$ cat src/rtl/bram_portb_arbiter_if.sv
// ---------------------------------------------------------------------------
// bram_portb_arbiter_if
//   Bundle between the BRAM port-B arbiter, its peripheral requesters and the
//   BRAM port B itself.
//
//   Requester side : req, req_we, req_addr, req_wdata  (into the arbiter)
//                    gnt, rvalid, rdata, busy          (out of the arbiter)
//   BRAM side      : addr_b, data_b, we_b              (out of the arbiter)
//                    q_b                               (into the arbiter)
//
//   Per-requester fields are packed [NUM_REQ-1:0][W-1:0], so requester i sits
//   at bits [i*W +: W] of the flattened vector.
//
//   Modports:
//     slave  - the arbiter
//     master - everything around it (requesters and the BRAM model/macro)
// ---------------------------------------------------------------------------
interface bram_portb_arbiter_if #(
    parameter int NUM_REQ = 4,
    parameter int ADDR_W  = 10,
    parameter int DATA_W  = 16
);
    logic [NUM_REQ-1:0]             req;
    logic [NUM_REQ-1:0]             req_we;
    logic [NUM_REQ-1:0][ADDR_W-1:0] req_addr;
    logic [NUM_REQ-1:0][DATA_W-1:0] req_wdata;
    logic [NUM_REQ-1:0]             gnt;
    logic [NUM_REQ-1:0]             rvalid;
    logic [DATA_W-1:0]              rdata;
    logic [ADDR_W-1:0]              addr_b;
    logic [DATA_W-1:0]              data_b;
    logic                           we_b;
    logic [DATA_W-1:0]              q_b;
    logic                           busy;

    modport slave (
        input  req, req_we, req_addr, req_wdata, q_b,
        output gnt, rvalid, rdata, addr_b, data_b, we_b, busy
    );

    modport master (
        output req, req_we, req_addr, req_wdata, q_b,
        input  gnt, rvalid, rdata, addr_b, data_b, we_b, busy
    );
endinterface

$ cat src/rtl/bram_portb_arbiter.sv
// ---------------------------------------------------------------------------
// bram_portb_arbiter
//   Shares BRAM port B between NUM_REQ peripheral requesters (VGA fetch,
//   controller input writer, score display, ...). One single-word access is
//   in flight at a time:
//     IDLE  -> pick a winner, register address/data/we and the grant
//     ISSUE -> gnt pulse; BRAM samples addr_b/data_b/we_b at the end
//     WAIT  -> (reads only) rvalid pulse, rdata = q_b
//
//   Ports:
//     clk    - system clock
//     reset  - synchronous, active-high
//     bus    - bram_portb_arbiter_if.slave (request/grant/read-return and
//              the BRAM port B address/data/write-enable/read-data)
//
//   Build option:
//     BRAMB_ARB_PRIO0_EN - requester 0 wins whenever it asks; round-robin
//                          only among the others, and a requester-0 grant
//                          leaves the round-robin pointer untouched.
// ---------------------------------------------------------------------------

// Per-requester grant / read-valid flags. gnt_q is high only during ISSUE of
// this lane's transaction, so "ret & gnt_q" marks exactly the lane whose read
// is heading into WAIT.
module bramb_arb_lane (
    input  logic clk,
    input  logic reset,
    input  logic take,
    input  logic ret,
    output logic gnt_q,
    output logic rvalid_q
);
    always_ff @(posedge clk) begin
        if (reset) begin
            gnt_q    <= 1'b0;
            rvalid_q <= 1'b0;
        end else begin
            gnt_q    <= take;
            rvalid_q <= ret & gnt_q;
        end
    end
endmodule

module bram_portb_arbiter #(
    parameter int NUM_REQ = 4,
    parameter int ADDR_W  = 10,
    parameter int DATA_W  = 16
) (
    input  logic                 clk,
    input  logic                 reset,
    bram_portb_arbiter_if.slave  bus
);
    localparam int IDX_W = (NUM_REQ > 1) ? $clog2(NUM_REQ) : 1;

    typedef enum logic [1:0] {
        S_IDLE  = 2'd0,
        S_ISSUE = 2'd1,
        S_WAIT  = 2'd2
    } state_t;

    typedef struct packed {
        logic              we;
        logic [ADDR_W-1:0] addr;
        logic [DATA_W-1:0] wdata;
    } breq_t;

    state_t              state, state_nxt;
    logic [IDX_W-1:0]    rr_ptr;
    logic [IDX_W-1:0]    win_idx;
    logic                win_found;
    breq_t               sel;

    logic                take, ret, rr_load, we_clr;
    logic [NUM_REQ-1:0]  gnt_q, rvalid_q;

    logic [ADDR_W-1:0]   addr_b_q;
    logic [DATA_W-1:0]   data_b_q;
    logic                we_b_q;

    // (base + k) mod NUM_REQ for k in 1..NUM_REQ, without a divider.
    function automatic logic [IDX_W-1:0] rr_idx(input logic [IDX_W-1:0] base,
                                                input int k);
        int s;
        s = int'(base) + k;
        if (s >= NUM_REQ) s = s - NUM_REQ;
        return IDX_W'(s);
    endfunction

    // ---------------------------------------------------------------------
    // Winner select: first requester found scanning upward from rr_ptr+1.
    // ---------------------------------------------------------------------
    always_comb begin
        win_idx   = '0;
        win_found = 1'b0;
        for (int k = 1; k <= NUM_REQ; k++) begin
            if (!win_found && bus.req[rr_idx(rr_ptr, k)]) begin
                win_idx   = rr_idx(rr_ptr, k);
                win_found = 1'b1;
            end
        end
`ifdef BRAMB_ARB_PRIO0_EN
        // VGA fetch overrides the rotation whenever it asks.
        if (bus.req[0]) begin
            win_idx   = '0;
            win_found = 1'b1;
        end
`endif
    end

    assign sel = '{we:    bus.req_we[win_idx],
                   addr:  bus.req_addr[win_idx],
                   wdata: bus.req_wdata[win_idx]};

    // ---------------------------------------------------------------------
    // FSM: state register
    // ---------------------------------------------------------------------
    always_ff @(posedge clk) begin
        if (reset) state <= S_IDLE;
        else       state <= state_nxt;
    end

    // ---------------------------------------------------------------------
    // FSM: next state
    // ---------------------------------------------------------------------
    always_comb begin
        state_nxt = state;
        case (state)
            S_IDLE:  if (win_found) state_nxt = S_ISSUE;
            S_ISSUE: state_nxt = we_b_q ? S_IDLE : S_WAIT;
            S_WAIT:  state_nxt = S_IDLE;
            default: state_nxt = S_IDLE;
        endcase
    end

    // ---------------------------------------------------------------------
    // FSM: outputs (load/clear strobes for the datapath and lanes)
    // ---------------------------------------------------------------------
    always_comb begin
        take    = 1'b0;
        ret     = 1'b0;
        rr_load = 1'b0;
        we_clr  = 1'b0;
        case (state)
            S_IDLE: begin
                take = win_found;
`ifdef BRAMB_ARB_PRIO0_EN
                // With req[0] low the scan never lands on 0, so a zero
                // winner always means the priority override fired.
                rr_load = win_found && (win_idx != '0);
`else
                rr_load = win_found;
`endif
            end
            S_ISSUE: begin
                we_clr = 1'b1;
                ret    = ~we_b_q;
            end
            default: ;
        endcase
    end

    // ---------------------------------------------------------------------
    // Datapath: port B drive registers and round-robin pointer
    // ---------------------------------------------------------------------
    always_ff @(posedge clk) begin
        if (reset) begin
            rr_ptr   <= IDX_W'(NUM_REQ - 1);
            addr_b_q <= '0;
            data_b_q <= '0;
            we_b_q   <= 1'b0;
        end else begin
            if (rr_load) rr_ptr <= win_idx;
            if (take) begin
                addr_b_q <= sel.addr;
                data_b_q <= sel.wdata;
                we_b_q   <= sel.we;
            end else if (we_clr) begin
                we_b_q   <= 1'b0;
            end
        end
    end

    // ---------------------------------------------------------------------
    // Per-requester grant / read-valid lanes
    // ---------------------------------------------------------------------
    for (genvar i = 0; i < NUM_REQ; i++) begin : g_lane
        bramb_arb_lane u_lane (
            .clk      (clk),
            .reset    (reset),
            .take     (take && (win_idx == IDX_W'(i))),
            .ret      (ret),
            .gnt_q    (gnt_q[i]),
            .rvalid_q (rvalid_q[i])
        );
    end

    assign bus.gnt    = gnt_q;
    // A reset landing in WAIT drops the read: suppress the pulse right away
    // rather than letting it show for the reset cycle.
    assign bus.rvalid = rvalid_q & {NUM_REQ{~reset}};
    assign bus.rdata  = bus.q_b;
    assign bus.addr_b = addr_b_q;
    assign bus.data_b = data_b_q;
    assign bus.we_b   = we_b_q;
    assign bus.busy   = (state != S_IDLE);

endmodule
$ cat src/flat_wrapper.sv
// flat-port wrapper written by rule: the top's interface ports become plain ports
module bram_portb_arbiter_flat 
#(
    parameter int NUM_REQ = 4,
    parameter int ADDR_W  = 10,
    parameter int DATA_W  = 16
)
  (clk, reset, bus_req, bus_req_we, bus_req_addr, bus_req_wdata, bus_q_b, bus_gnt, bus_rvalid, bus_rdata, bus_addr_b, bus_data_b, bus_we_b, bus_busy);
  bram_portb_arbiter_if #(.NUM_REQ(NUM_REQ), .ADDR_W(ADDR_W), .DATA_W(DATA_W)) bus_i ();
  input  logic clk;
  input  logic reset;
  input wire logic [$bits(bus_i.req)-1:0] bus_req;
  input wire logic [$bits(bus_i.req_we)-1:0] bus_req_we;
  input wire logic [$bits(bus_i.req_addr)-1:0] bus_req_addr;
  input wire logic [$bits(bus_i.req_wdata)-1:0] bus_req_wdata;
  input wire logic [$bits(bus_i.q_b)-1:0] bus_q_b;
  output wire logic [$bits(bus_i.gnt)-1:0] bus_gnt;
  output wire logic [$bits(bus_i.rvalid)-1:0] bus_rvalid;
  output wire logic [$bits(bus_i.rdata)-1:0] bus_rdata;
  output wire logic [$bits(bus_i.addr_b)-1:0] bus_addr_b;
  output wire logic [$bits(bus_i.data_b)-1:0] bus_data_b;
  output wire logic [$bits(bus_i.we_b)-1:0] bus_we_b;
  output wire logic [$bits(bus_i.busy)-1:0] bus_busy;
  assign bus_i.req = bus_req;
  assign bus_i.req_we = bus_req_we;
  assign bus_i.req_addr = bus_req_addr;
  assign bus_i.req_wdata = bus_req_wdata;
  assign bus_i.q_b = bus_q_b;
  assign bus_gnt = bus_i.gnt;
  assign bus_rvalid = bus_i.rvalid;
  assign bus_rdata = bus_i.rdata;
  assign bus_addr_b = bus_i.addr_b;
  assign bus_data_b = bus_i.data_b;
  assign bus_we_b = bus_i.we_b;
  assign bus_busy = bus_i.busy;
  bram_portb_arbiter #(.NUM_REQ(NUM_REQ), .ADDR_W(ADDR_W), .DATA_W(DATA_W)) u_core (.clk(clk), .reset(reset), .bus(bus_i));
endmodule
$ cat config.mk
export PLATFORM = sky130hd
export DESIGN_NAME = bram_portb_arbiter_flat
export DESIGN_NICKNAME = d
export VERILOG_FILES = /design/src/rtl/bram_portb_arbiter_if.sv /design/src/rtl/bram_portb_arbiter.sv /design/src/flat_wrapper.sv
export SDC_FILE = /design/constraint.sdc
export NUM_CORES = 1
export LEC_CHECK = 0
export ABC_AREA = 0
export BUFFER_PORTS_ARGS = -buffer_cell sky130_fd_sc_hd__clkbuf_2
export CAP_MARGIN = 30
export CORE_ASPECT_RATIO = 0.9
export CORE_MARGIN = 3
export CORE_UTILIZATION = 45
export CTS_BUF_LIST = sky130_fd_sc_hd__clkbuf_8
export DETAILED_ROUTE_END_ITERATION = 10
export GPL_TIMING_DRIVEN = 0
export MAX_ROUTING_LAYER = met4
export PLACE_DENSITY = 0.91
export SLEW_MARGIN = 20
export SYNTH_ARGS = -nofsm -noshare
export SYNTH_HDL_FRONTEND = slang
export SYNTH_SLANG_ARGS = --single-unit
$ cat constraint.sdc
create_clock -name clk -period 3.7 [get_ports clk]
set_input_delay 0.37 -clock clk [delete_from_list [all_inputs] [get_ports clk]]
set_output_delay 0.37 -clock clk [all_outputs]
set_load 0.005 [all_outputs]
==> impl_results.html, run 1 <==
<table>
<tr><th>Metric</th><th>Value</th></tr>
<tr><th colspan="2">Detailed routing</th></tr>
<tr><td>Detailed-routing iteration count for the pre-antenna-repair pass</td><td>4</td></tr>
<tr><td>DRC viols</td><td>0</td></tr>
<tr><td>Vias per Instance</td><td>5.513</td></tr>
<tr><td>Antenna viol nets, final</td><td>0</td></tr>
<tr><td>Average wire length per cell after detail routing</td><td>16.14 microns</td></tr>
<tr><td>Sum of routed wire length over all layers</td><td>8249 microns</td></tr>
<tr><td>DR iter-0 viols</td><td>196</td></tr>
<tr><td>Vias after detailed routing</td><td>2817</td></tr>
<tr><th colspan="2">Synth</th></tr>
<tr><td>Cell taking the most area after synthesis</td><td>dfxtp_1</td></tr>
<tr><td>Number of different library cells in the post-synthesis netlist</td><td>39</td></tr>
<tr><td>Average footprint of a synthesized cell</td><td>9.126 sq um</td></tr>
<tr><td>Yosys warns</td><td>0</td></tr>
<tr><td>Ranking of synthesized cells by area</td><td>dfxtp_1, a221oi_2, o211ai_1, o21bai_1, a31oi_1</td></tr>
<tr><td>Synthesized Nets</td><td>402</td></tr>
<tr><td>Count of state elements after synthesis</td><td>39</td></tr>
<tr><td>Summed instance area of the synthesized netlist</td><td>2482 sq um</td></tr>
<tr><td>Synth Instances</td><td>272</td></tr>
<tr><td>Sequential area share after synthesis</td><td>0.3145</td></tr>
<tr><td>Post-synth top area share</td><td>0.3145</td></tr>
<tr><th colspan="2">Timing</th></tr>
<tr><td>Setup repair after global routing missed its margin</td><td>no</td></tr>
<tr><td>Final critical delay including setup and external delays</td><td>1.723 ns</td></tr>
<tr><td>Final period utilization</td><td>0.4658</td></tr>
<tr><td>Achievable Freq</td><td>580.3 MHz</td></tr>
<tr><td>Total negative setup slack</td><td>0 ns</td></tr>
<tr><td>Headroom to the max-slew limit</td><td>0.6290</td></tr>
<tr><td>Worst-case clock skew</td><td>0.009946 ns</td></tr>
<tr><td>Final setup violating endpoints</td><td>0</td></tr>
<tr><td>Measured slew at the worst slew-check pin</td><td>0.5522 ns</td></tr>
<tr><td>Count of pins over their slew limit</td><td>0</td></tr>
<tr><td>Final number of hold-violating endpoints</td><td>0</td></tr>
<tr><th colspan="2">Placed design</th></tr>
<tr><td>Number of cells after detailed placement</td><td>503</td></tr>
<tr><td>Number of input and output port buffers inserted</td><td>164</td></tr>
<tr><td>Detailed placer's ending HPWL</td><td>6432 microns</td></tr>
<tr><td>Routability congestion estimate from global placement</td><td>0.9241</td></tr>
<tr><th colspan="2">Cells and area</th></tr>
<tr><td>Most frequent cells in the layout</td><td>clkbuf_2, dfxtp_1, nand2_1</td></tr>
<tr><td>Layout cell share with drive strength beyond 1</td><td>0.5428</td></tr>
<tr><td>Total inserted antenna cells</td><td>0</td></tr>
<tr><td>Area growth from synthesis to layout</td><td>41.18%</td></tr>
<tr><td>Fin util</td><td>0.6630</td></tr>
<tr><td>Layout Cells excl Fill</td><td>511</td></tr>
<tr><td>Number of nets in the final layout</td><td>573</td></tr>
<tr><td>Fill count</td><td>435</td></tr>
<tr><td>Most common cell after layout, fill and taps aside</td><td>clkbuf_2</td></tr>
<tr><th colspan="2">Clocking</th></tr>
<tr><td>H-tree depth reported by CTS</td><td>2</td></tr>
<tr><td>Clock buffer depth</td><td>2</td></tr>
<tr><td>TritonCTS clock tree</td><td>yes</td></tr>
<tr><td>Number of buffers added for setup after CTS</td><td>0</td></tr>
<tr><td>Number of buffers created by CTS</td><td>5</td></tr>
<tr><td>Post-CTS resize count</td><td>0</td></tr>
<tr><td>Root Buffer Master</td><td>clkbuf_8</td></tr>
<tr><td>Total clock sinks</td><td>39</td></tr>
<tr><td>Clock transition at path regs</td><td>0.08 ns</td></tr>
<tr><td>Clock insertion delay at the later pin of the skew report</td><td>0.29 ns</td></tr>
<tr><td>Number of hold-repair buffers added at the cts stage</td><td>0</td></tr>
<tr><th colspan="2">GRT</th></tr>
<tr><td>Number of antenna violations at the first check in global routing</td><td>0</td></tr>
<tr><td>Maximum number of pins on one net before global-route repair</td><td>13</td></tr>
<tr><td>Overall global routing resource usage</td><td>0.2512</td></tr>
<tr><td>Vias in the first global route</td><td>2811</td></tr>
<tr><td>Sum of overflow across all layers after global routing</td><td>0</td></tr>
<tr><td>Global-route wire length before repair</td><td>12950 microns</td></tr>
<tr><th colspan="2">Critical path</th></tr>
<tr><td>Element type at the critical path end</td><td>output pin</td></tr>
<tr><td>CP max FO</td><td>10</td></tr>
<tr><td>Largest delay contributor family on the critical path</td><td>buffers and inverters</td></tr>
<tr><td>Worst Path Arrival</td><td>1.35 ns</td></tr>
<tr><td>Worst Path Required</td><td>3.33 ns</td></tr>
<tr><td>Worst Path Class, Setup</td><td>in -&gt; out</td></tr>
<tr><td>Highest cell delay on the worst timing path</td><td>0.44 ns</td></tr>
<tr><td>Critical Path Most Common Cell</td><td>clkbuf_1</td></tr>
<tr><td>Cells along the critical path</td><td>clkbuf_1 -&gt; clkbuf_1 -&gt; nor2b_1 -&gt; clkbuf_2</td></tr>
<tr><td>Slowest stage cell on the critical path</td><td>clkbuf_1</td></tr>
<tr><td>Startpoint types</td><td>input pin</td></tr>
<tr><td>Sum of buffers and inverters on the critical path</td><td>3</td></tr>
<tr><th colspan="2">Die</th></tr>
<tr><td>Initial standard-cell utilization of the core</td><td>0.4696</td></tr>
<tr><td>Row count</td><td>25</td></tr>
<tr><td>Io pins</td><td>182</td></tr>
<tr><td>Area of the die</td><td>6445 sq um</td></tr>
<tr><td>Area of the core region</td><td>5286 sq um</td></tr>
<tr><td>Height of the chip</td><td>76.46 microns</td></tr>
<tr><td>Chip Width</td><td>84.29 microns</td></tr>
<tr><th colspan="2">Power and ir drop</th></tr>
<tr><td>Power density over the cells</td><td>400.2 nW/um^2</td></tr>
<tr><td>Largest vdd supply drop</td><td>0.2492 mV</td></tr>
<tr><td>Leakage</td><td>1.681 nW</td></tr>
<tr><td>Total power after layout</td><td>1.403 mW</td></tr>
<tr><th colspan="2">Outcome</th></tr>
<tr><td>Status</td><td>complete, no violations</td></tr>
<tr><th colspan="2">Run</th></tr>
<tr><td>Number of max-cap violations</td><td>0</td></tr>
<tr><th colspan="2">Hold path</th></tr>
<tr><td>Kind of path behind the tightest hold check</td><td>in -&gt; reg</td></tr>
</table>
-- cell type report --
cell class	instances	area, sq um	share of cell area
inverter	3	11.26	0.003213
buffer	47	311.5	0.08890
multi-input combinational	183	1379	0.3934
timing repair buffer	164	820.8	0.2342
tap	67	83.83	0.02392
sequential	39	780.7	0.2228
clock buffer	6	82.58	0.02356
clock inverter	2	35.03	0.009996
-- metrics by stage --
step	hold WS [ns]	instance area (sq um)	setup slack [ns]
final	0.2963	3505	1.977
after global routing	0.3093	3505	1.842
after CTS	0.2924	3505	1.994
after detailed placement	0.4429	3387	1.769
after global placement	0.4391	3387	1.868
after floorplan	0.4311	2482	2.227
-- flip-flops by register name, indices dropped and copies added (netlist names) --
| register | cells |
|---|---|
| u_core.bus.data_b | 16 |
| u_core.bus.addr_b | 10 |
| u_core.g_lane.u_lane.gnt_q | 4 |
| u_core.g_lane.u_lane.rvalid_q | 4 |
| u_core.rr_ptr | 2 |
| u_core.state | 2 |
| u_core.bus.we_b | 1 |
-- kinds of logic after synthesis --
group | Yosys count | share of synthesized area
AO/OA/AOI/OAI | 127 | 0.4461
buffers and inverters | 50 | 0.1300
flip-flops | 39 | 0.3145
multiplexers | 1 | 0.004536
AND/OR/NAND/NOR | 55 | 0.1048
-- synth_stat cells --
cell type and number:
buf_2 15, o22ai_1 1, a2111oi_0 1, o21bai_1 26, o21ai_1 1, o22ai_2 1
and2_1 7, nand3b_1 1, nor3_1 2, a31oi_1 27, a21oi_1 2, mux2_2 1
nor2_1 3, nand2b_1 3, a221oi_2 19, inv_1 3, o221ai_1 1, o211ai_1 27
o211ai_4 1, a221oi_1 8, or2_2 1, or3_1 1, nor2_2 1, buf_4 21
o21ba_2 2, o221a_1 1, a211o_1 2, a2bb2oi_1 1, clkbuf_1 6, buf_6 5
a21oi_2 1, a21oi_4 1, a21o_1 2, nor2b_1 5, nand2_1 30, a22oi_1 1
or2_1 1, dfxtp_1 39, o21a_1 1
-- tightest hold or removal path: cells and delay by family --
| family | cells | cell delay, ns |
|---|---|---|
| AOI/OAI and AO/OA | 1 | 0.06 |
| buffers and inverters | 1 | 0.08 |
| and+or+nand+nor | 1 | 0.04 |
-- routing by layer --
layer	GRT usage	up-vias	share of wire
met5	-	-	0
met4	0.07074	0	0.011
met3	0.03568	11	0.072
met2	0.4487	133	0.52
met1	0.2917	1298	0.40
li1	-	1375	-
-- path summary, 6_finish.rpt --
| check | from | end | slack (ns) | cells after the start |
|---|---|---|---|---|
| hold / removal | bus_req_we[1] | u_core.bus.we_b | 0.30 | 3 |
| setup reg to reg | u_core.rr_ptr[0] | u_core.bus.addr_b[9] | 2.00 | 6 |
| hold reg to reg | u_core.g_lane[0].u_lane.gnt_q | u_core.g_lane[0].u_lane.rvalid_q | 0.46 | 1 |
| setup / recovery | reset | bus_rvalid[2] | 1.98 | 4 |
-- where the power goes --
group	internal, mW	switching [mW]	total, mW
Combinational	0.245	0.279	0.524
Clock	0.218	0.151	0.369
Sequential	0.478	0.0313	0.509
No activity file was read; power rests on OpenSTA's default activity.
==> run 2, diff against run 1 <==
--- a/config.mk
+++ b/config.mk
@@ -10,12 +10,12 @@
 export CAP_MARGIN = 30
 export CORE_ASPECT_RATIO = 0.9
 export CORE_MARGIN = 3
-export CORE_UTILIZATION = 45
+export CORE_UTILIZATION = 38
 export CTS_BUF_LIST = sky130_fd_sc_hd__clkbuf_8
 export DETAILED_ROUTE_END_ITERATION = 10
 export GPL_TIMING_DRIVEN = 0
 export MAX_ROUTING_LAYER = met4
-export PLACE_DENSITY = 0.91
+export PLACE_DENSITY = 0.82
 export SLEW_MARGIN = 20
 export SYNTH_ARGS = -nofsm -noshare
 export SYNTH_HDL_FRONTEND = slang
==> constraint.sdc (replaced) <==
create_clock -name clk -period 1.5 [get_ports clk]
set_input_delay 0.15 -clock clk [delete_from_list [all_inputs] [get_ports clk]]
set_output_delay 0.15 -clock clk [all_outputs]
set_load 0.005 [all_outputs]
==> run 2 against run 1 <==
- the flow now finishes with violations (negative setup slack)
- highest routed layer unchanged
- die area is 17% higher
- routed wire length grew 8.9%
- cell count up 5.7%
- sequential share of layout area fell by 1.5 points
- critical path type is now reg -> reg
- hold slack got worse by 0.20 ns
- core utilization decreased by 5.7 points
- flip-flop and latch count is the same
==> impl_results.html, run 2 (synthesis results as in run 1) <==
<table>
<tr><th>Metric</th><th>Value</th></tr>
<tr><th colspan="2">Power and ir drop</th></tr>
<tr><td>Largest vdd supply drop</td><td>0.4312 mV (+73%)</td></tr>
<tr><td>Logic gate share of total power</td><td>0.444 (+0.070)</td></tr>
<tr><td>Power density over the cells</td><td>907.4 nW/um^2 (+130%)</td></tr>
<tr><td>Design internal power</td><td>2.239 mW (+140%)</td></tr>
<tr><td>Clock share of power</td><td>0.184 (-0.079)</td></tr>
<tr><td>Total net switching power</td><td>1.181 mW (+160%)</td></tr>
<tr><td>Total power after layout</td><td>3.420 mW (+140%)</td></tr>
<tr><td>Switch share</td><td>0.3452 (+0.01622)</td></tr>
<tr><td>Leakage</td><td>1.765 nW (+5.0%)</td></tr>
<tr><td>Reg power frac</td><td>0.372 (+0.009)</td></tr>
<tr><th colspan="2">Clocking</th></tr>
<tr><td>Number of hold-repair buffers added at the cts stage</td><td>0 (unchanged)</td></tr>
<tr><td>TritonCTS clock tree</td><td>yes</td></tr>
<tr><td>H-tree depth reported by CTS</td><td>2 (unchanged)</td></tr>
<tr><td>Clock transition at path regs</td><td>0.07 ns (about the same)</td></tr>
<tr><td>Root Buffer Master</td><td>clkbuf_8</td></tr>
<tr><td>Total clock sinks</td><td>39 (unchanged)</td></tr>
<tr><td>Clock buffer depth</td><td>2 (unchanged)</td></tr>
<tr><td>Clock insertion delay at the later pin of the skew report</td><td>0.28 ns (about the same)</td></tr>
<tr><td>Number of buffers created by CTS</td><td>5 (unchanged)</td></tr>
<tr><th colspan="2">Cells and area</th></tr>
<tr><td>Most common cell after layout, fill and taps aside</td><td>clkbuf_2</td></tr>
<tr><td>Total inserted antenna cells</td><td>0 (unchanged)</td></tr>
<tr><td>Most frequent cells in the layout</td><td>clkbuf_2, buf_4, dfxtp_1</td></tr>
<tr><td>Number of flip-flops in the largest register</td><td>16 (unchanged)</td></tr>
<tr><td>Layout Cells excl Fill</td><td>540 (+5.7%)</td></tr>
<tr><td>Area growth from synthesis to layout</td><td>51.81%</td></tr>
<tr><td>Fin util</td><td>0.6063 (-0.05668)</td></tr>
<tr><td>Number of nets in the final layout</td><td>584 (+1.9%)</td></tr>
<tr><td>Layout cell share with drive strength beyond 1</td><td>0.5806 (+0.03778)</td></tr>
<tr><td>Area of all placed cells without fillers</td><td>3769 sq um (+7.5%)</td></tr>
<tr><th colspan="2">Run</th></tr>
<tr><td>Number of max-cap violations</td><td>0 (unchanged)</td></tr>
<tr><th colspan="2">Critical path</th></tr>
<tr><td>Worst Path Required</td><td>1.65 ns (-1.68 ns)</td></tr>
<tr><td>Worst Path Class, Setup</td><td>reg -&gt; reg</td></tr>
<tr><td>Slowest stage cell on the critical path</td><td>dfxtp_2</td></tr>
<tr><td>Largest delay contributor family on the critical path</td><td>compound AO/OA/AOI/OAI gates</td></tr>
<tr><td>Element type at the critical path end</td><td>flop</td></tr>
<tr><td>Worst Path Arrival</td><td>1.70 ns (+0.35 ns)</td></tr>
<tr><td>Startpoint types</td><td>flop</td></tr>
<tr><td>Sum of buffers and inverters on the critical path</td><td>3 (unchanged)</td></tr>
<tr><td>Critical Path Most Common Cell</td><td>buf_6</td></tr>
<tr><td>CP max FO</td><td>10 (unchanged)</td></tr>
<tr><td>Highest cell delay on the worst timing path</td><td>0.34 ns (-0.10 ns)</td></tr>
<tr><td>Cells along the critical path</td><td>buf_6 -&gt; a21oi_2 -&gt; o221a_1 -&gt; buf_6 -&gt; buf_12 -&gt; a221oi_2 -&gt; a31oi_1</td></tr>
<tr><th colspan="2">Hold path</th></tr>
<tr><td>Kind of path behind the tightest hold check</td><td>in -&gt; reg</td></tr>
<tr><th colspan="2">Die</th></tr>
<tr><td>Row count</td><td>27 (+8.0%)</td></tr>
<tr><td>Initial standard-cell utilization of the core</td><td>0.3994 (-0.07023)</td></tr>
<tr><td>Area of the core region</td><td>6216 sq um (+18%)</td></tr>
<tr><td>Height of the chip</td><td>82.68 microns (+8.1%)</td></tr>
<tr><td>Chip Width</td><td>91.20 microns (+8.2%)</td></tr>
<tr><td>Io pins</td><td>182 (unchanged)</td></tr>
<tr><td>Area of the die</td><td>7540 sq um (+17%)</td></tr>
<tr><th colspan="2">GRT</th></tr>
<tr><td>Vias in the first global route</td><td>2781 (-1.1%)</td></tr>
<tr><td>Sum of overflow across all layers after global routing</td><td>0 (unchanged)</td></tr>
<tr><td>Overall global routing resource usage</td><td>0.2300 (-0.02117)</td></tr>
<tr><td>Maximum number of pins on one net before global-route repair</td><td>11 (-2)</td></tr>
<tr><td>Number of antenna violations at the first check in global routing</td><td>0 (unchanged)</td></tr>
<tr><td>Global-route wire length before repair</td><td>13410 microns (+3.6%)</td></tr>
<tr><th colspan="2">Outcome</th></tr>
<tr><td>Status</td><td>complete, but fails checks</td></tr>
<tr><td>Violations in the final reports</td><td>negative setup slack</td></tr>
<tr><th colspan="2">Timing</th></tr>
<tr><td>Measured slew at the worst slew-check pin</td><td>0.4642 ns (-0.08796 ns)</td></tr>
<tr><td>Final period utilization</td><td>1.029</td></tr>
<tr><td>Headroom to the max-slew limit</td><td>0.6881 (+0.05909)</td></tr>
<tr><td>Final number of hold-violating endpoints</td><td>0 (unchanged)</td></tr>
<tr><td>Final setup violating endpoints</td><td>13 (+13)</td></tr>
<tr><td>Total negative setup slack</td><td>-0.2835 ns (-0.2835 ns)</td></tr>
<tr><td>Final critical delay including setup and external delays</td><td>1.543 ns</td></tr>
<tr><td>Achievable Freq</td><td>648.0 MHz</td></tr>
<tr><td>Worst-case clock skew</td><td>0.004261 ns (-0.005685 ns)</td></tr>
<tr><td>Setup WS post-layout</td><td>-0.04313 ns (-2.020 ns)</td></tr>
<tr><td>Count of pins over their slew limit</td><td>0 (unchanged)</td></tr>
<tr><td>Setup repair after global routing missed its margin</td><td>yes</td></tr>
<tr><th colspan="2">Detailed routing</th></tr>
<tr><td>Vias per Instance</td><td>5.393 (-2.2%)</td></tr>
<tr><td>Met2 WL</td><td>4645 microns (+8.4%)</td></tr>
<tr><td>Average wire length per cell after detail routing</td><td>16.63 microns (+3.0%)</td></tr>
<tr><td>Sum of routed wire length over all layers</td><td>8980 microns (+8.9%)</td></tr>
<tr><td>DRC viols</td><td>0 (unchanged)</td></tr>
<tr><td>Detailed-routing iteration count for the pre-antenna-repair pass</td><td>4 (unchanged)</td></tr>
<tr><td>DR iter-0 viols</td><td>142 (-28%)</td></tr>
<tr><td>Vias after detailed routing</td><td>2912 (+3.4%)</td></tr>
<tr><td>Antenna viol nets, final</td><td>0 (unchanged)</td></tr>
<tr><td>Sum of met3 wire segment lengths after detailed routing</td><td>612 microns (+3.7%)</td></tr>
<tr><td>DRT met1 WL</td><td>3586 microns (+9.2%)</td></tr>
<tr><td>Top metal layer carrying routed signals</td><td>met4</td></tr>
<tr><th colspan="2">Placed design</th></tr>
<tr><td>Number of input and output port buffers inserted</td><td>164 (unchanged)</td></tr>
<tr><td>Number of cells after detailed placement</td><td>523 (+4.0%)</td></tr>
<tr><td>Routability congestion estimate from global placement</td><td>0.7926 (-14%)</td></tr>
<tr><td>Detailed placer's ending HPWL</td><td>6613 microns (+2.8%)</td></tr>
<tr><td>Standard cell area after detailed placement</td><td>3412 sq um (+0.74%)</td></tr>
</table>
## run 2: changes by cell type in the layout (fill, tap and decap cells not counted), sizes merged
cell    previous run  this run
clkbuf           176       175
inv                3         4
clkinv             1         0
buf               41        52
bufinv             1         0
## run 2: worst register-to-register path: cells and delay by family (launching register included)
family	cells	cell delay, ns
buf+inv	3	0.42
compound gates	4	0.65
flops	1	0.34
## run 2: power groups by stage
stage	Clock, mW	Combinational, mW	Sequential [mW]
5_1_grt	0.701	1.65	1.29
2_1_floorplan	0	0.775	1.28
3_3_place_gp	0	1.27	1.27
4_1_cts	0.656	1.48	1.27
6_report	0.628	1.52	1.27
3_5_place_dp	0	1.30	1.28
## run 2: timing repair
item	CTS	global route
buffers inserted	12	0
gates cloned	2	0
pin swaps	31	23
setup endpoints to repair	31	29
gates resized for setup	32	9
## run 2: metal layers
metal | track usage | up-vias
li1 | - | 1390
met1 | 0.2655 | 1362
met2 | 0.4188 | 148
met3 | 0.04076 | 12
met4 | 0.06024 | 0
met5 | - | -
## run 2: final timing paths
path,startpoint,to,depth (start not counted),slack [ns]
setup / recovery,u_core.rr_ptr[1],u_core.bus.addr_b[3],7,-0.04
hold / removal,bus_req_we[1],u_core.bus.we_b,3,0.09
setup reg to reg,u_core.rr_ptr[1],u_core.bus.addr_b[3],7,-0.04
hold reg to reg,u_core.g_lane[0].u_lane.gnt_q,u_core.g_lane[0].u_lane.rvalid_q,1,0.47
## run 2: area by class of cell
cell class | instances | area [sq um]
tap | 87 | 108.9
sequential | 39 | 783.3
clock buffer | 5 | 68.82
fill | 578 | 2447
timing repair buffer | 177 | 945.9
inverter | 3 | 11.26
multi-input combinational | 183 | 1494
clock inverter | 1 | 3.754
buffer | 45 | 352.8
## run 2: per-stage QoR
step / hold WS, ns / worst slack, ns
after floorplan: 0.2905 / 0.02723
after global placement: 0.3827 / -0.1658
after detailed placement: 0.3883 / -0.2127
after CTS: 0.08454 / -0.02886
after global routing: 0.08304 / -0.1019
final: 0.09437 / -0.04313
==> run 3, diff against run 2 <==
--- a/config.mk
+++ b/config.mk
@@ -15,7 +15,7 @@
 export DETAILED_ROUTE_END_ITERATION = 10
 export GPL_TIMING_DRIVEN = 0
 export MAX_ROUTING_LAYER = met4
-export PLACE_DENSITY = 0.82
+export PLACE_DENSITY = 0.79
 export SLEW_MARGIN = 20
 export SYNTH_ARGS = -nofsm -noshare
 export SYNTH_HDL_FRONTEND = slang
==> run 3 against run 2 <==
- the flow still finishes with violations (negative setup slack)
- worst setup slack worse by 0.048 ns
- register-to-register slack worse by 0.05 ns
- non-clock buffer count is 4 higher
- global-route usage is 1.4 points higher
- critical path type unchanged
- critical endpoint is now u_core.bus.we_b
- largest cell class unchanged
==> impl_results.html, run 3 (synthesis results as in run 1) <==
<table>
<tr><th>Metric</th><th>Value</th></tr>
<tr><th colspan="2">Outcome</th></tr>
<tr><td>Status</td><td>complete, but fails checks</td></tr>
<tr><td>Violations in the final reports</td><td>negative setup slack</td></tr>
<tr><th colspan="2">Cells and area</th></tr>
<tr><td>Number of nets in the final layout</td><td>588 (+0.68%)</td></tr>
<tr><td>Fin util</td><td>0.6343 (+0.02798)</td></tr>
<tr><td>Area taken by multi-input logic gates</td><td>1550 sq um (+3.8%)</td></tr>
<tr><td>Fill count</td><td>590 (+2.1%)</td></tr>
<tr><td>Most frequent cells in the layout</td><td>clkbuf_2, dfxtp_1, buf_4</td></tr>
<tr><td>Area taken by flip-flops and latches</td><td>782.0 sq um (-0.16%)</td></tr>
<tr><td>Total inserted antenna cells</td><td>0 (unchanged)</td></tr>
<tr><td>Layout cell share with drive strength beyond 1</td><td>0.5839 (+0.003304)</td></tr>
<tr><td>Number of flip-flops in the largest register</td><td>16 (unchanged)</td></tr>
<tr><td>Area growth from synthesis to layout</td><td>58.82%</td></tr>
<tr><td>Most common cell after layout, fill and taps aside</td><td>clkbuf_2</td></tr>
<tr><th colspan="2">Die</th></tr>
<tr><td>Area of the core region</td><td>6216 sq um (unchanged)</td></tr>
<tr><td>Height of the chip</td><td>82.68 microns (unchanged)</td></tr>
<tr><td>Io pins</td><td>182 (unchanged)</td></tr>
<tr><td>Chip Width</td><td>91.20 microns (unchanged)</td></tr>
<tr><td>Initial standard-cell utilization of the core</td><td>0.3994 (unchanged)</td></tr>
<tr><td>Area of the die</td><td>7540 sq um (unchanged)</td></tr>
<tr><td>Row count</td><td>27 (unchanged)</td></tr>
<tr><th colspan="2">Placed design</th></tr>
<tr><td>Number of input and output port buffers inserted</td><td>164 (unchanged)</td></tr>
<tr><td>Routability congestion estimate from global placement</td><td>0.7796 (-1.6%)</td></tr>
<tr><td>Detailed placer's ending HPWL</td><td>6543 microns (-1.1%)</td></tr>
<tr><th colspan="2">GRT</th></tr>
<tr><td>Overall global routing resource usage</td><td>0.2442 (+0.01419)</td></tr>
<tr><td>Maximum number of pins on one net before global-route repair</td><td>12 (+1)</td></tr>
<tr><td>Global-route wire length before repair</td><td>14250 microns (+6.2%)</td></tr>
<tr><td>Sum of overflow across all layers after global routing</td><td>0 (unchanged)</td></tr>
<tr><td>Number of antenna violations at the first check in global routing</td><td>0 (unchanged)</td></tr>
<tr><td>Vias in the first global route</td><td>2935 (+5.5%)</td></tr>
<tr><th colspan="2">Detailed routing</th></tr>
<tr><td>Vias after detailed routing</td><td>2931 (+0.65%)</td></tr>
<tr><td>Sum of routed wire length over all layers</td><td>9291 microns (+3.5%)</td></tr>
<tr><td>Vias per Instance</td><td>5.368 (-0.45%)</td></tr>
<tr><td>DRC viols</td><td>0 (unchanged)</td></tr>
<tr><td>Average wire length per cell after detail routing</td><td>17.02 microns (+2.3%)</td></tr>
<tr><td>Detailed-routing iteration count for the pre-antenna-repair pass</td><td>4 (unchanged)</td></tr>
<tr><td>DR iter-0 viols</td><td>104 (-27%)</td></tr>
<tr><td>Antenna viol nets, final</td><td>0 (unchanged)</td></tr>
<tr><th colspan="2">Timing</th></tr>
<tr><td>Measured slew at the worst slew-check pin</td><td>0.4668 ns (+0.002554 ns)</td></tr>
<tr><td>Final critical delay including setup and external delays</td><td>1.591 ns (+0.04825 ns)</td></tr>
<tr><td>Final number of hold-violating endpoints</td><td>0 (unchanged)</td></tr>
<tr><td>Achievable Freq</td><td>628.4 MHz (-3.0%)</td></tr>
<tr><td>Count of pins over their slew limit</td><td>0 (unchanged)</td></tr>
<tr><td>Setup repair after global routing missed its margin</td><td>yes</td></tr>
<tr><td>Setup WS post-layout</td><td>-0.09138 ns (-0.04825 ns)</td></tr>
<tr><td>Worst hold slack</td><td>0.08319 ns (-0.01118 ns)</td></tr>
<tr><td>Worst-case clock skew</td><td>0.001435 ns (-0.002826 ns)</td></tr>
<tr><td>Headroom to the max-slew limit</td><td>0.6888 (about the same)</td></tr>
<tr><td>Total negative setup slack</td><td>-1.239 ns (-0.9555 ns)</td></tr>
<tr><td>Final setup violating endpoints</td><td>27 (+14)</td></tr>
<tr><td>Final period utilization</td><td>1.061 (+0.03217)</td></tr>
<tr><th colspan="2">Critical path</th></tr>
<tr><td>Element type at the critical path end</td><td>flop</td></tr>
<tr><td>CP max FO</td><td>5 (-5)</td></tr>
<tr><td>Worst Path Required</td><td>1.66 ns (about the same)</td></tr>
<tr><td>Startpoint types</td><td>flop</td></tr>
<tr><td>Worst Path Class, Setup</td><td>reg -&gt; reg</td></tr>
<tr><td>Worst Path Arrival</td><td>1.75 ns (+0.05 ns)</td></tr>
<tr><th colspan="2">Clocking</th></tr>
<tr><td>Number of buffers created by CTS</td><td>5 (unchanged)</td></tr>
<tr><td>Clock buffer depth</td><td>2 (unchanged)</td></tr>
<tr><td>Clock insertion delay at the later pin of the skew report</td><td>0.29 ns (about the same)</td></tr>
<tr><td>Total clock sinks</td><td>39 (unchanged)</td></tr>
<tr><td>Root Buffer Master</td><td>clkbuf_8</td></tr>
<tr><td>H-tree depth reported by CTS</td><td>2 (unchanged)</td></tr>
<tr><td>TritonCTS clock tree</td><td>yes</td></tr>
<tr><td>Clock transition at path regs</td><td>0.07 ns (about the same)</td></tr>
<tr><th colspan="2">Hold path</th></tr>
<tr><td>Kind of path behind the tightest hold check</td><td>in -&gt; reg</td></tr>
<tr><th colspan="2">Power and ir drop</th></tr>
<tr><td>Total power after layout</td><td>3.650 mW (+6.7%)</td></tr>
<tr><td>Largest vdd supply drop</td><td>0.4939 mV (+15%)</td></tr>
<tr><td>Leakage</td><td>1.838 nW (+4.2%)</td></tr>
<tr><td>Power density over the cells</td><td>925.9 nW/um^2 (+2.0%)</td></tr>
<tr><th colspan="2">Run</th></tr>
<tr><td>Number of max-cap violations</td><td>0 (unchanged)</td></tr>
</table>
[run 3: cell types whose count changed in the layout (fill, tap and decap cells not counted), sizes merged]
cell,change
buf,+3
bufbuf,+1
clkinv,+1
inv,+1
[run 3: final timing paths]
kind	start	to	slack, ns	depth (start not counted)
worst max-delay path	u_core.rr_ptr[1]	u_core.bus.we_b	-0.09	8
worst min-delay path	bus_req_addr[19]	u_core.bus.addr_b[9]	0.08	3
worst max register to register	u_core.rr_ptr[1]	u_core.bus.we_b	-0.09	8
worst min register to register	u_core.g_lane[0].u_lane.gnt_q	u_core.g_lane[0].u_lane.rvalid_q	0.46	1
[run 3: area by class of cell]
type                    count  share of cell area
clock inverters             3            0.003174
well taps                  87             0.02761
multi-input cells         183              0.3932
repair buffers            180              0.2602
inverters                   3            0.002856
plain buffers              46             0.09711
flip-flops and latches     39              0.1983
clock buffers               5             0.01745
[run 3: per-stage QoR]
step                      setup WS, ns  cells  area [sq um]
after CTS                     -0.04912    546          3851
after detailed placement       -0.2488    523          3412
after global routing           -0.1193    546          3943
after floorplan                0.02723    272          2482
final                         -0.09138    546          3943
after global placement         -0.1784    523          3412
[run 3: repair_timing]
action	CTS	global route
buffers inserted	12	1
gates cloned	4	0
pin swaps	36	17
endpoints found under the setup margin	30	30
hold buffers	0	0
resized for setup	40	13
[run 3: metal layers]
| metal | global-route usage | vias to the layer above | part of all wire |
|---|---|---|---|
| met1 | 0.2872 | 1397 | 0.42 |
| met2 | 0.4364 | 119 | 0.51 |
| met5 | - | - | 0 |
| li1 | - | 1402 | - |
| met4 | 0.06627 | 0 | 0.013 |
| met3 | 0.04348 | 13 | 0.062 |
[run 3: critical path, stage by stage, from the launching register on]
cell      delay, ns
dfxtp_2        0.34
buf_6          0.12
buf_6          0.11
nand3b_1       0.12
o211ai_4       0.11
buf_12         0.16
buf_12         0.14
a221oi_4       0.22
a31oi_1        0.14
[run 3: power breakdown]
group          switching, mW  internal, mW
clock network          0.366         0.313
registers             0.0765          1.18
logic                  0.837         0.877
total                   1.28          2.37
